<file path="config.mk">
export PLATFORM = sky130hd
export DESIGN_NAME = conv_ctrl_flat
export DESIGN_NICKNAME = d
export VERILOG_FILES = /design/src/rtl/conv_ctrl_if.sv /design/src/rtl/conv_ctrl.sv /design/src/flat_wrapper.sv
export SDC_FILE = /design/constraint.sdc
export NUM_CORES = 2
export LEC_CHECK = 0
export BUFFER_PORTS_ARGS = -buffer_cell sky130_fd_sc_hd__buf_2
export CAP_MARGIN = 10
export CELL_PAD_IN_SITES_DETAIL_PLACEMENT = 1
export CELL_PAD_IN_SITES_GLOBAL_PLACEMENT = 2
export CORE_AREA = 2 2 524 526
export CTS_CLUSTER_DIAMETER = 30
export DETAILED_ROUTE_END_ITERATION = 16
export DIE_AREA = 0 0 526 528
export PLACE_DENSITY = 0.73
export SYNTH_ARGS = -nofsm -noshare
export SYNTH_HDL_FRONTEND = slang
export SYNTH_SLANG_ARGS = --single-unit
</file>
<file path="constraint.sdc">
create_clock -name clk -period 4.03 [get_ports clk]
set_clock_uncertainty 0.1 [all_clocks]
set_input_delay 0.6045 -clock clk [delete_from_list [all_inputs] [get_ports clk]]
set_output_delay 0.6045 -clock clk [all_outputs]
set_load 0.05 [all_outputs]
</file>
<file path="src/rtl/conv_ctrl_if.sv">
// conv_ctrl_if: valid/ready stream of one complex sample (re, im).
// master drives valid/re/im and samples ready; slave the reverse.
interface conv_ctrl_if #(
  parameter int W = 18
);
  logic         valid;
  logic         ready;
  logic [W-1:0] re;
  logic [W-1:0] im;

  modport master (
    output valid, re, im,
    input  ready
  );

  modport slave (
    input  valid, re, im,
    output ready
  );
endinterface

</file>
<file path="src/rtl/conv_ctrl.sv">
// conv_ctrl: one-sample-in-flight sequencer for an ap_ctrl convolver
// with a shadow/active complex coefficient bank pair.
// Ports: clk, resetn (async, active low); coef_wr/addr/re/im write
// the shadow bank; coef_commit requests shadow->active copy
// (commit_pending); s = input sample stream (slave); m = result
// stream (master); conv_start/ready/done + conv_x_*/conv_y_* drive
// the convolver; coef_real/coef_imag = active bank; busy; err.
// Option: CONV_CTRL_WDOG_EN adds a 255-cycle convolver watchdog.
module conv_ctrl #(
  parameter int NTAPS = 32,
  parameter int W     = 18
) (
  input  logic                       clk,
  input  logic                       resetn,
  input  logic                       coef_wr,
  input  logic [$clog2(NTAPS)-1:0]   coef_addr,
  input  logic [W-1:0]               coef_re,
  input  logic [W-1:0]               coef_im,
  input  logic                       coef_commit,
  output logic                       commit_pending,
  conv_ctrl_if.slave                 s,
  conv_ctrl_if.master                m,
  output logic                       conv_start,
  input  logic                       conv_ready,
  input  logic                       conv_done,
  output logic [W-1:0]               conv_x_re,
  output logic [W-1:0]               conv_x_im,
  input  logic [W-1:0]               conv_y_re,
  input  logic [W-1:0]               conv_y_im,
  output logic [NTAPS-1:0][W-1:0]    coef_real,
  output logic [NTAPS-1:0][W-1:0]    coef_imag,
  output logic                       busy,
  output logic                       err
);

  typedef enum logic [2:0] {
    IDLE,
    COPY,
    START,
    WAIT,
    OUT
  } state_t;

  state_t state, nxt;

  logic [NTAPS-1:0][W-1:0] sh_re, sh_im;
  logic [NTAPS-1:0][W-1:0] act_re, act_im;
  logic [W-1:0]            m_re, m_im;

  logic s_rdy;
  logic acc;
  logic cap;
  logic do_copy;
  logic timeout;

`ifdef CONV_CTRL_WDOG_EN
  logic [7:0] wd;
`endif

  always_ff @(posedge clk or negedge resetn) begin
    if (!resetn) state <= IDLE;
    else         state <= nxt;
  end

  always_comb begin
    nxt        = state;
    s_rdy      = 1'b0;
    conv_start = 1'b0;
    acc        = 1'b0;
    cap        = 1'b0;
    do_copy    = 1'b0;
    timeout    = 1'b0;
    unique case (state)
      IDLE: begin
        if (commit_pending) begin
          nxt = COPY;
        end else begin
          s_rdy = 1'b1;
          if (s.valid) begin
            acc = 1'b1;
            nxt = START;
          end
        end
      end
      COPY: begin
        do_copy = 1'b1;
        nxt     = IDLE;
      end
      START: begin
        conv_start = 1'b1;
        if (conv_ready) begin
          // a same-cycle done skips WAIT entirely
          if (conv_done) begin
            cap = 1'b1;
            nxt = OUT;
          end else begin
            nxt = WAIT;
          end
        end
      end
      WAIT: begin
        if (conv_done) begin
          cap = 1'b1;
          nxt = OUT;
        end
      end
      OUT: begin
        if (m.ready) nxt = IDLE;
      end
      default: nxt = IDLE;
    endcase
`ifdef CONV_CTRL_WDOG_EN
    // wd==254 marks the 255th cycle spent in START/WAIT
    if ((state == START || state == WAIT) &&
        !cap && wd == 8'hFE) begin
      timeout = 1'b1;
      nxt     = OUT;
    end
`endif
  end

  always_ff @(posedge clk or negedge resetn) begin
    if (!resetn) begin
      commit_pending <= 1'b0;
      sh_re          <= '0;
      sh_im          <= '0;
      act_re         <= '0;
      act_im         <= '0;
      conv_x_re      <= '0;
      conv_x_im      <= '0;
      m_re           <= '0;
      m_im           <= '0;
    end else begin
      // copy reads the old shadow, so a write in COPY misses it
      if (coef_wr) begin
        sh_re[coef_addr] <= coef_re;
        sh_im[coef_addr] <= coef_im;
      end
      if (do_copy) begin
        act_re <= sh_re;
        act_im <= sh_im;
      end
      if (do_copy)          commit_pending <= 1'b0;
      else if (coef_commit) commit_pending <= 1'b1;
      if (acc) begin
        conv_x_re <= s.re;
        conv_x_im <= s.im;
      end
      if (cap) begin
        m_re <= conv_y_re;
        m_im <= conv_y_im;
      end else if (timeout) begin
        m_re <= '0;
        m_im <= '0;
      end
    end
  end

`ifdef CONV_CTRL_WDOG_EN
  always_ff @(posedge clk or negedge resetn) begin
    if (!resetn) begin
      wd  <= '0;
      err <= 1'b0;
    end else begin
      if (state == START || state == WAIT) wd <= wd + 8'd1;
      else                                 wd <= '0;
      if (timeout) err <= 1'b1;
    end
  end
`else
  assign err = 1'b0;
`endif

  assign s.ready   = s_rdy;
  assign m.valid   = (state == OUT);
  assign m.re      = m_re;
  assign m.im      = m_im;
  assign busy      = (state != IDLE);
  assign coef_real = act_re;
  assign coef_imag = act_im;

endmodule

</file>
<file path="src/flat_wrapper.sv">
// flat-port wrapper written by rule: the top's interface ports become plain ports
module conv_ctrl_flat 
#(
  parameter int NTAPS = 32,
  parameter int W     = 18
)
  (clk, resetn, coef_wr, coef_addr, coef_re, coef_im, coef_commit, commit_pending, conv_start, conv_ready, conv_done, conv_x_re, conv_x_im, conv_y_re, conv_y_im, coef_real, coef_imag, busy, err, s_valid, s_re, s_im, s_ready, m_valid, m_re, m_im, m_ready);
  conv_ctrl_if #(.W(W)) s_i ();
  conv_ctrl_if #(.W(W)) m_i ();
  input  logic clk;
  input  logic resetn;
  input  logic coef_wr;
  input  logic [$clog2(NTAPS)-1:0] coef_addr;
  input  logic [W-1:0] coef_re;
  input  logic [W-1:0] coef_im;
  input  logic coef_commit;
  output logic commit_pending;
  output logic conv_start;
  input  logic conv_ready;
  input  logic conv_done;
  output logic [W-1:0] conv_x_re;
  output logic [W-1:0] conv_x_im;
  input  logic [W-1:0] conv_y_re;
  input  logic [W-1:0] conv_y_im;
  output logic [NTAPS-1:0][W-1:0] coef_real;
  output logic [NTAPS-1:0][W-1:0] coef_imag;
  output logic busy;
  output logic err;
  input wire logic [$bits(s_i.valid)-1:0] s_valid;
  input wire logic [$bits(s_i.re)-1:0] s_re;
  input wire logic [$bits(s_i.im)-1:0] s_im;
  output wire logic [$bits(s_i.ready)-1:0] s_ready;
  output wire logic [$bits(m_i.valid)-1:0] m_valid;
  output wire logic [$bits(m_i.re)-1:0] m_re;
  output wire logic [$bits(m_i.im)-1:0] m_im;
  input wire logic [$bits(m_i.ready)-1:0] m_ready;
  assign s_i.valid = s_valid;
  assign s_i.re = s_re;
  assign s_i.im = s_im;
  assign s_ready = s_i.ready;
  assign m_valid = m_i.valid;
  assign m_re = m_i.re;
  assign m_im = m_i.im;
  assign m_i.ready = m_ready;
  conv_ctrl #(.NTAPS(NTAPS), .W(W)) u_core (.clk(clk), .resetn(resetn), .coef_wr(coef_wr), .coef_addr(coef_addr), .coef_re(coef_re), .coef_im(coef_im), .coef_commit(coef_commit), .commit_pending(commit_pending), .s(s_i), .m(m_i), .conv_start(conv_start), .conv_ready(conv_ready), .conv_done(conv_done), .conv_x_re(conv_x_re), .conv_x_im(conv_x_im), .conv_y_re(conv_y_re), .conv_y_im(conv_y_im), .coef_real(coef_real), .coef_imag(coef_imag), .busy(busy), .err(err));
endmodule
</file>
**Word-level counts from Yosys, hierarchy flattened**

Index checks and enable logic that the tools add are counted.

- $lt $le $gt $ge: 2
- Equality and inequality tests: 8
- Multiplexer cells: 23
- Reductions and logical operators: 5

Operators with widths:

| cell | count |
|---|---|
| $bwmux 576 | 2 |
| $demux 18 s5 | 1 |
| $mux 18 | 1 |
| $mux 3 | 6 |
| $pmux 3 s4 | 1 |
| $mux 1 | 11 |
| $eq 3x2->1 const B | 2 |
| $lt 5x6->1 const B | 1 |
| $ge 5x1->1 const B | 1 |
| $ne 2x2->1 const B | 2 |
| $reduce_and 4->1 | 1 |
| $eq 3x1->1 const B | 1 |
| $eq 3x3->1 const B | 1 |
| $logic_not 3->1 | 1 |
| $ne 3x2->1 const B | 1 |
| $reduce_bool 3->1 | 1 |
| $ne 2x1->1 const B | 1 |
| $pmux 1 s2 | 1 |
| $reduce_bool 2->1 | 1 |
| $logic_and 1x1->1 | 1 |

- Flip-flop bits (word level): 2380
- Output and inout bits: 1230

**Depth between registers and ports, before layout**

- Word-level depth: 5
- Depth in mapped cells: 7

**Worst setup path before layout**

Ideal clock, no wire load.

- Path type: flip-flop to flip-flop
- Start point: register u_core.commit_pending
- End point: register u_core.conv_x_im[10]
- Library setup time: 0.125 ns
- Arrival: 3.165 ns
- Path slack: 0.640 ns
- Cell stages (with the launch flop): 5
- Path buffers: 1
- Clock period less this slack: 3.390 ns
- Cells stage by stage: dfrtp_1 -> nor4_1 -> nand2_2 -> buf_6 -> mux2_2

- Word-level cells in the longest chain between the ends: 2

Ends and longest elaborated chain:

| element | RTL line | RTL |
|---|---|---|
| start: declaration | conv_ctrl.sv:20 | `output logic commit_pending,` |
| start signal: assignment | conv_ctrl.sv:124 | `commit_pending <= 1'b0;` |
| start signal: assignment | conv_ctrl.sv:143 | `if (do_copy) commit_pending <= 1'b0;` |
| start signal: assignment | conv_ctrl.sv:144 | `else if (coef_commit) commit_pending <= 1'b1;` |
| $mux 1 | conv_ctrl.sv:75 | `if (commit_pending) begin` |
| $mux 1 | conv_ctrl.sv:73 | `unique case (state)` |
| end signal: assignment | conv_ctrl.sv:147 | `conv_x_im <= s.im;` |
| end: declaration | conv_ctrl.sv:27 | `output logic [W-1:0] conv_x_im,` |

Every way passes these cells.
A chain may end at the register's enable or synchronous reset.

**Worst setup path after layout**

- Start point: register u_core.state[1]
- End point: output port conv_start

- Word-level cells in the longest chain between the ends: 2

Ends and longest elaborated chain:

| element | RTL line | RTL |
|---|---|---|
| start: declaration | conv_ctrl.sv:44 | `state_t state, nxt;` |
| start signal: assignment | conv_ctrl.sv:62 | `else state <= nxt;` |
| $eq 3x2->1 | conv_ctrl.sv:73 |  |
| $mux 1 | conv_ctrl.sv:73 |  |
| end: declaration | flat_wrapper.sv:18 | `output logic conv_start;` |

Every way passes these cells.

==> impl_metrics.yaml <==
layout:
  layout-drive-gt1-share: 0.654
  final_common_cell: "dfrtp_1"
  layout_common_cells: "2380 x dfrtp_1, 2366 x mux2_2, 1337 x buf_2, 489 x clkbuf_16, 127 x buf_4"
  stdcell_count: 10920
  fillers: 26950
  area_growth_pct: 33.5
  fin_nets: 7008
route:
  routed_wl_um: 316000
  wl_per_cell_um: 28.9
  drt-initial-drc-count: 2475
  dr.pass1.iters: 5
  final_antenna_net_count: 0
  vias: 52683
  viasPerCell: 4.82
  drcViolationCount: 0
logic_synthesis:
  synth_top_area_share: 0.672
  ys_seq_area_frac: 0.672
  synth_area_leaders: "dfrtp_1 67%, mux2_2 30%, buf_2 0.89%"
  synth.net_count: 5294
  ys_ff_latch: 2380
  syn-cell-area_um2: 88700
  synth_cells: 5173
  ys_types: 30
  yosys.area.top_type: "dfrtp_1"
  avgSynthCellArea_um2: 17.1
  yosys_warnings: 0
worst_hold_path:
  min_path_type: "in2async"
global_route:
  grt_max_degree: 142
  first_global_vias: 58840
  grt_overflow: 0
  grt_pass1_wl_um: 447000
  antenna_found_initial: 48
  grtUsageTotal: 0.224
critical_path:
  endpoint_kind: "output port"
  r2r_end: "u_core.coef_imag[429]$_DFFE_PN0N_"
  crit_arrival_ns: 2.27
  rr_worst_depth: 4
  rrSetupSlack_ns: 1.24
  crit_buf_inv: 1
  cp_max_fo: 10
  crit_family: "flip-flops"
  crit_chain: "nor3b_1 -> buf_2"
  crit_path_max_incr_delay_ns: 0.51
  crit_type: "reg2out"
  worstReg2RegStart: "u_core.state[1]$_DFFE_PN0P_"
  cpMaxStageDelayCell: "dfrtp_1"
  cp.required_ns: 3.33
  worstSetupStartpointType: "register"
placed_design:
  dpl.hpwl_um: 204000
  dpl.cell_count: 9912
  portBuffers: 1349
  place.gp.congestion: 0.814
sta:
  maxSlewViolCount: 0
  timing.final.hold_violations: 0
  tightest_slew_ns: 1.26
  post-route-period-util: 0.737
  rsz0062_at_grt: "no"
  hold_slack_ns: 0.0506
  fmax_ghz: 0.337
  fin_setup_tns_ns: 0
  setup_violations: 0
  post-route-min-period_ns: 2.97
  slew_headroom: 0.158
floorplanning:
  rows: 192
  coreArea_um2: 272000
  fp.dieW_um: 526
  die_h_um: 528
  start_util: 0.326
  ios: 1351
  fp.dieArea_um2: 278000
clock_network:
  clock_latency_ns: 0.94
  clock_sinks: 2380
  cts_buffer_depth: 4
  cts.clk_slew.worst_paths_ns: 0.05
  post_cts_resized: 0
  htreeDepth: 5
  cts_tree: "yes"
  numCtsBuffers: 484
  clockRootBuffer: "clkbuf_16"
power:
  leakagePower_uw: 0.0578
  power_uw: 118000
  irDropWorstVdd_mv: 0.736
  power_density_nw_per_um2: 1000
run_status:
  status: "complete, no violations"
flow_run:
  maxCapViolCount: 0
[worst register-to-register path: stages, from the launching register on]
cell     delay, ns
dfrtp_1       0.48
nor3b_2       0.70
buf_12        0.26
buf_12        0.50
mux2_2        0.63
[layer usage]
layer	share of wire	global-route usage
met1	0.39	0.268
met2	0.47	0.363
met3	0.085	0.0766
met4	0.047	0.102
met5	0.000044	0
[how the worst max path moves through the flow]
stage | start | depth (start not counted) | slack [ns] | endpoint
6_report | u_core.state[1]$_DFFE_PN0P_ | 2 | 1.06 | conv_start
5_1_grt | u_core.state[1]$_DFFE_PN0P_ | 2 | 0.93 | s_ready
4_1_cts | u_core.state[1]$_DFFE_PN0P_ | 2 | 0.96 | s_ready
3_5_place_dp | coef_addr[0] | 5 | 0.92 | u_core.sh_re[110]$_DFFE_PN0P_
3_3_place_gp | coef_addr[0] | 5 | 1.02 | u_core.sh_re[118]$_DFFE_PN0P_
2_1_floorplan | u_core.commit_pending$_DFFE_PN0P_ | 4 | 0.64 | u_core.conv_x_im[10]$_DFFE_PN0P_
[what timing repair did]
action                                 in CTS  in global routing
hold buffers                               78                  0
endpoints found under the hold margin     145                  0
buffers inserted                            0                  0
[synthesized netlist by cell type (all sizes together)]
library cell / count
nand2: 14
and4bb: 3
a211o: 1
or3: 1
nor3b: 2
nor2b: 3
inv: 1
nor4b: 1
mux2: 2376
and2: 1
nand3: 4
buf: 229
conb: 1
nor2: 19
nor3: 4
nand2b: 3
nor4: 1
nor4bb: 1
nand4: 1
a211oi: 1
a2bb2oi: 1
nand4b: 3
dfrtp: 2380
a21o: 1
clkbuf: 121
[sequential cells by signal, indices dropped and copies added (netlist names)]
signal	count
u_core.commit_pending	1
u_core.coef_real	576
u_core.sh_im	576
u_core.m.im	18
u_core.state	3
u_core.conv_x_im	18
u_core.conv_x_re	18
u_core.m.re	18
u_core.coef_imag	576
u_core.sh_re	576
[power breakdown]
group          internal [uW]  switching, uW
sequential             31300           4390
combinational          11900          28300
clock                  28900          13600
total                  72100          46300
[final cells by class]
cell class                      instances  area, um2  share of cell area
Sequential cell                      2380      59600               0.503
Multi-Input combinational cell       2442      27400               0.231
Clock buffer                          615      13600               0.115
Timing Repair Buffer                 1578       9150              0.0772
Tap cell                             3589       4490              0.0379
Clock inverter                        295       4150              0.0350
Antenna cell                           20       50.0            0.000423
Inverter                                1       3.75           0.0000317
[metrics by stage]
stage          instance area (um2)   util  worst slack, ns
3_3_place_gp                 99800  0.366             1.02
4_1_cts                     118000  0.434            0.955
5_1_grt                     118000  0.434            0.935
6_report                    118000  0.435             1.06
2_1_floorplan                88700      -            0.640
3_5_place_dp                 99800  0.366            0.921
[cells by family (layout without fill, tap and decap cells)]
kind of cell | count (synthesis) | after routing | share of synthesized area
AND/OR/NAND/NOR | 61 | 61 | 0.00526
other | 1 | 21 | 0.0000423
buffers and inverters | 351 | 2489 | 0.0210
AO/OA/AOI/OAI | 4 | 4 | 0.000367
multiplexers | 2376 | 2376 | 0.302
flip-flops | 2380 | 2380 | 0.672
No activity file was read; power rests on OpenSTA's default activity.
